File: src/rtl/aes_key_expansion.sv
// AES-128 key schedule: emits round keys 0..NUM_ROUNDS one at a time and uses a
// shared external S-box for the SubWord step of every round.
module aes_key_expansion #(
  parameter int WORD_DATA_WIDTH = 32,
  parameter int NUM_ROUNDS      = 10
) (
  input  logic                       clock,
  input  logic                       reset,
  input  logic [127:0]               key_in,
  input  logic                       key_in_vld,
  input  logic                       sbox_available,
  output logic [WORD_DATA_WIDTH-1:0] key_exp_val,
  output logic                       key_exp_val_vld,
  input  logic [WORD_DATA_WIDTH-1:0] key_exp_sbox_data,
  input  logic                       key_exp_sbox_data_vld,
  output logic [127:0]               round_key,
  output logic [3:0]                 round_key_idx,
  output logic                       round_key_vld,
  output logic                       key_exp_busy,
  output logic                       key_exp_done,
  output logic [1:0]                 debug_state
);

  // Handshakes: every *_vld is a single-cycle strobe with no backpressure.
  // sbox_available only gates issuing a request; once a request is out, the
  // response is awaited indefinitely and strobes outside WAIT_RESP are dropped.
  typedef enum logic [1:0] {
    IDLE      = 2'd0,
    EMIT      = 2'd1,
    REQ       = 2'd2,
    WAIT_RESP = 2'd3
  } state_t;

  localparam logic [3:0] LAST_ROUND = 4'(NUM_ROUNDS);

  state_t state, state_next;

  logic [WORD_DATA_WIDTH-1:0] w0, w1, w2, w3;
  logic [WORD_DATA_WIDTH-1:0] t_word, n0, n1, n2, n3;
  logic [3:0]                 round_cnt;

  function automatic logic [7:0] rcon(input logic [3:0] rnd);
    case (rnd)
      4'd1:    rcon = 8'h01;
      4'd2:    rcon = 8'h02;
      4'd3:    rcon = 8'h04;
      4'd4:    rcon = 8'h08;
      4'd5:    rcon = 8'h10;
      4'd6:    rcon = 8'h20;
      4'd7:    rcon = 8'h40;
      4'd8:    rcon = 8'h80;
      4'd9:    rcon = 8'h1b;
      4'd10:   rcon = 8'h36;
      default: rcon = 8'h00;
    endcase
  endfunction

  // Next-round words; the chain w0'->w1'->w2'->w3' completes in one edge.
  always_comb begin
    t_word = key_exp_sbox_data ^ {rcon(round_cnt), {(WORD_DATA_WIDTH-8){1'b0}}};
    n0     = w0 ^ t_word;
    n1     = w1 ^ n0;
    n2     = w2 ^ n1;
    n3     = w3 ^ n2;
  end

  always_ff @(posedge clock or negedge reset) begin
    if (!reset) state <= IDLE;
    else        state <= state_next;
  end

  always_comb begin
    state_next = state;
    case (state)
      IDLE:      if (key_in_vld) state_next = EMIT;
      EMIT:      state_next = (round_cnt == LAST_ROUND) ? IDLE : REQ;
      REQ:       if (sbox_available) state_next = WAIT_RESP;
      WAIT_RESP: if (key_exp_sbox_data_vld) state_next = EMIT;
      default:   state_next = IDLE;
    endcase
  end

  always_ff @(posedge clock or negedge reset) begin
    if (!reset) begin
      w0              <= '0;
      w1              <= '0;
      w2              <= '0;
      w3              <= '0;
      round_cnt       <= '0;
      round_key       <= '0;
      round_key_idx   <= '0;
      round_key_vld   <= 1'b0;
      key_exp_val     <= '0;
      key_exp_val_vld <= 1'b0;
      key_exp_busy    <= 1'b0;
      key_exp_done    <= 1'b0;
    end else begin
      round_key_vld   <= 1'b0;
      key_exp_val_vld <= 1'b0;
      case (state)
        IDLE: begin
          if (key_in_vld) begin
            w0           <= key_in[127:96];
            w1           <= key_in[95:64];
            w2           <= key_in[63:32];
            w3           <= key_in[31:0];
            round_cnt    <= '0;
            key_exp_busy <= 1'b1;
            key_exp_done <= 1'b0;
          end
        end
        EMIT: begin
          round_key     <= {w0, w1, w2, w3};
          round_key_idx <= round_cnt;
          round_key_vld <= 1'b1;
          if (round_cnt == LAST_ROUND) begin
            key_exp_busy <= 1'b0;
            key_exp_done <= 1'b1;
          end else begin
            round_cnt <= round_cnt + 4'd1;
          end
        end
        REQ: begin
          if (sbox_available) begin
            key_exp_val     <= {w3[WORD_DATA_WIDTH-9:0], w3[WORD_DATA_WIDTH-1:WORD_DATA_WIDTH-8]};
            key_exp_val_vld <= 1'b1;
          end
        end
        WAIT_RESP: begin
          if (key_exp_sbox_data_vld) begin
            w0 <= n0;
            w1 <= n1;
            w2 <= n2;
            w3 <= n3;
          end
        end
        default: ;
      endcase
    end
  end

  assign debug_state = state;

endmodule

File: config.mk
export PLATFORM = sky130hd
export DESIGN_NAME = aes_key_expansion
export DESIGN_NICKNAME = d
export VERILOG_FILES = /design/src/rtl/aes_key_expansion.sv
export SDC_FILE = /design/constraint.sdc
export NUM_CORES = 1
export LEC_CHECK = 0
export ABC_AREA = 1
export CAP_MARGIN = 25
export CORE_MARGIN = 5
export CORE_UTILIZATION = 24
export CTS_CLUSTER_DIAMETER = 200
export DETAILED_ROUTE_END_ITERATION = 8
export GPL_TIMING_DRIVEN = 0
export SETUP_SLACK_MARGIN = 0.02
export SYNTH_ARGS = -nofsm -noshare
export SYNTH_HDL_FRONTEND = slang
export SYNTH_SLANG_ARGS = --single-unit
File: constraint.sdc
create_clock -name clock -period 1.8 [get_ports clock]
set_clock_uncertainty 0.2 [all_clocks]
set_input_delay 0.27 -clock clock [delete_from_list [all_inputs] [get_ports clock]]
set_output_delay 0.27 -clock clock [all_outputs]
set_load 0.005 [all_outputs]
==> flow_metrics.py <==
metrics = {
    "global_route": {
        "grt_pass1_wl_um": 89900,
        "antenna_found_initial": 9,
        "grt_pass1_vias": 13600,
        "overflow": 0,
        "grt_usage_pct": 19.0,
        "grt_max_degree": 101,
    },
    "final_layout": {
        "final_cell_mix": "469 x nand2_1, 297 x dfrtp_1, 163 x clkdlybuf4s50_1",
        "finalNetCount": 2291,
        "final_common_cell": "nand2_1",
        "nFillCells": 5733,
        "fin_cells": 2912,
        "syn2layout_area_growth_pct": 64.0,
        "drive_gt1_share_pct": 20.6,
    },
    "sta": {
        "post-route-min-period_ns": 2.10,
        "fmax_mhz": 477,
        "whs_ns": -0.565,
        "grt_setup_unrepaired": "true",
        "maxSlewViolCount": 0,
        "setup_viol": 254,
        "period_share_pct": 117,
        "fin_setup_tns_ns": -34.52,
        "hold_viol": 114,
        "timing.final.ws_setup_ns": -0.298,
        "tightest_slew_ns": 0.692,
        "relSlewSlack_pct": 53.9,
    },
    "synth": {
        "muxShareOfSynthArea_pct": 0,
        "yosys_warnings": 0,
        "synthXorXnorAreaFrac_pct": 4.99,
        "synth_top_family_by_area": "simple AND/OR/NAND/NOR gates",
        "synth.distinct_cells": 24,
        "synth-simple-area-share_pct": 18.5,
        "yosys_register_bits": 302,
        "synth_compound_area_share_pct": 14.9,
        "synthAdderAreaFrac_pct": 0.993,
        "synth_top_area_share_pct": 54.5,
        "syn-num-nets": 1814,
        "ys_top_cells_by_area": "dfrtp_1 55%, nand2_1 14%, o21ai_0 8.5%",
        "netlist_area_um2": 13900,
        "ys_seq_area_share_pct": 54.5,
        "syn-instance-count": 1638,
        "synth.avg_cell_area_um2": 8.46,
        "yosys.area.top_type": "dfrtp_1",
    },
    "setup_path": {
        "cp_slowest_cell": "dfrtp_2",
        "start_kind": "register",
        "path_cells": "inv_2 -> ha_4 -> inv_4 -> nor2_4 -> inv_2 -> nand2_2 -> a21oi_4 -> buf_12 -> buf_4 -> clkbuf_16 -> o21ai_1 -> nand2_1 -> nand2_1",
        "cp-end-kind": "register",
        "arrival_ns": 2.33,
        "required_ns": 2.03,
        "path_buf_inv": 6,
        "cp_max_fo": 10,
        "cpLargestDelayFamily": "buffers and inverters",
        "max_stage_delay_ns": 0.41,
        "crit_type": "register to register",
    },
    "clocking": {
        "worstSkewPairLatency_ns": 0.56,
        "cts-root-buf": "clkbuf_16",
        "cts_buffers": 39,
        "h-tree-depth": 2,
        "cts_sinks": 302,
        "tritoncts": "done",
        "path_clk_slew_ns": 0.06,
        "clockBufferDepth": 3,
    },
    "detailed_routing": {
        "drc_errors": 0,
        "drt_first_pass_iters": 5,
        "postRouteAntennaNets": 0,
        "viasPerCell": 4.69,
        "wl_per_cell_um": 22.2,
        "wl_um": 64600,
        "vias": 13700,
        "first_iter_violations": 944,
    },
    "placement": {
        "placed_cells": 2740,
        "place_ws_ns": -1.02,
        "portBuffers": 334,
        "gp_congestion": 0.900,
        "place.detailed.hpwl_um": 45800,
    },
    "die": {
        "fp.coreArea_um2": 57500,
        "fp.dieW_um": 250,
        "start_util_pct": 24.1,
        "io_pins": 335,
        "die_y_um": 250,
        "placementRows": 88,
        "dieArea_um2": 62600,
    },
    "hold_path": {
        "hold_class": "input port to async pin",
    },
    "power_and_ir_drop": {
        "cellPowerDensity_nw_per_um2": 2080,
        "leakage_nw": 11.7,
        "peakVddDrop_uv": 690,
    },
    "run_status": {
        "status": "complete, but fails checks",
        "violations": "negative hold slack, negative setup slack",
    },
    "flow_run": {
        "max_cap_violations": 0,
    },
}
## layout make-up
| type | count | area, µm² | area share [%] |
|---|---|---|---|
| Multi-Input combinational cell | 1115 | 6380 | 28.1 |
| Inverter | 133 | 543 | 2.39 |
| Buffer | 88 | 1160 | 5.12 |
| Timing Repair Buffer | 435 | 4780 | 21.0 |
| Sequential cell | 302 | 7560 | 33.3 |
| Clock inverter | 13 | 123 | 0.540 |
| Antenna cell | 4 | 10.0 | 0.0441 |
| Timing Repair inverter | 1 | 16.3 | 0.0716 |
| Clock buffer | 56 | 1180 | 5.21 |
| Tap cell | 765 | 957 | 4.21 |
## path summary, 6_finish.rpt
path / start / to / slack [ns] / cells past startpoint
worst min register to register: round_key[118] / round_key[118] / 0.26 / 2
worst max register to register: debug_state[0] / w3[14] / -0.30 / 13
worst min-delay path: reset / round_key[57] / -0.56 / 1
min in group clock: key_in[40] / w2[8] / 0.11 / 3
worst max-delay path: debug_state[0] / w3[14] / -0.30 / 13
max in group asynchronous: reset / key_exp_val[17] / 0.72 / 3
## logic make-up after synthesis
group           after synthesis
compound gates              378
xor+xnor                     79
fa+ha+maj                    11
buf+inv                     221
flops                       302
simple gates                647
## worst register-to-register path, delay by kind of cell, from the launching register on
kind	cells	cell delay, ns
AOI/OAI and AO/OA	2	0.25
adders and majority gates	1	0.17
DFF	1	0.41
and+or+nand+nor	4	0.25
buffers and inverters	6	0.70
## cells in the mapped netlist (all sizes together)
cell type / instances
nand2: 508
dfrtp: 302
o21ai: 264
inv: 132
nand3: 85
clkbuf: 65
xor2: 52
nor2: 47
a21oi: 41
xnor2: 27
o211ai: 25
o21a: 25
buf: 23
o22ai: 22
ha: 11
or2: 4
nand3b: 3
clkinv: 1
o32ai: 1
## per-stage QoR
stage | util (%) | power, mW | hold slack (ns) | area [µm²]
6_report | 39.5 | 47.2 | -0.565 | 22700
5_1_grt | 39.5 | 50.3 | -0.534 | 22700
4_1_cts | 36.5 | 43.5 | -0.562 | 21000
3_5_place_dp | 32.0 | 32.5 | 0.0317 | 18400
3_3_place_gp | 31.9 | 32.1 | 0.259 | 18300
2_1_floorplan | - | 22.3 | -0.226 | 14000
## sequential cells by signal, summed over array words and instances (netlist names), 2 cells and up
signal	cells
key_exp_val	32
round_cnt	4
debug_state	2
w3	32
round_key_idx	4
w1	32
w0	32
w2	32
round_key	128
## what timing repair did
action                     in CTS  in global routing
gates resized for setup       360                410
pin swaps                      23                 21
hold endpoints to repair      134                 74
gates cloned                    3                 17
buffers inserted               28                 51
setup endpoints to repair     469                412
## where the power goes
part	switching, mW	internal, mW
Sequential	2.36	10.2
Combinational	14.5	12.1
Clock	3.19	4.84
## routing by layer
layer / global-route usage, % / share of wire [%] / routed length, µm
met5: 0 / 0.076 / 49
met2: 29.8 / 46 / 29400
met3: 4.57 / 7.7 / 4950
met1: 25.7 / 43 / 28000
met4: 6.55 / 3.4 / 2190
Power figures use the tool's default switching activity.
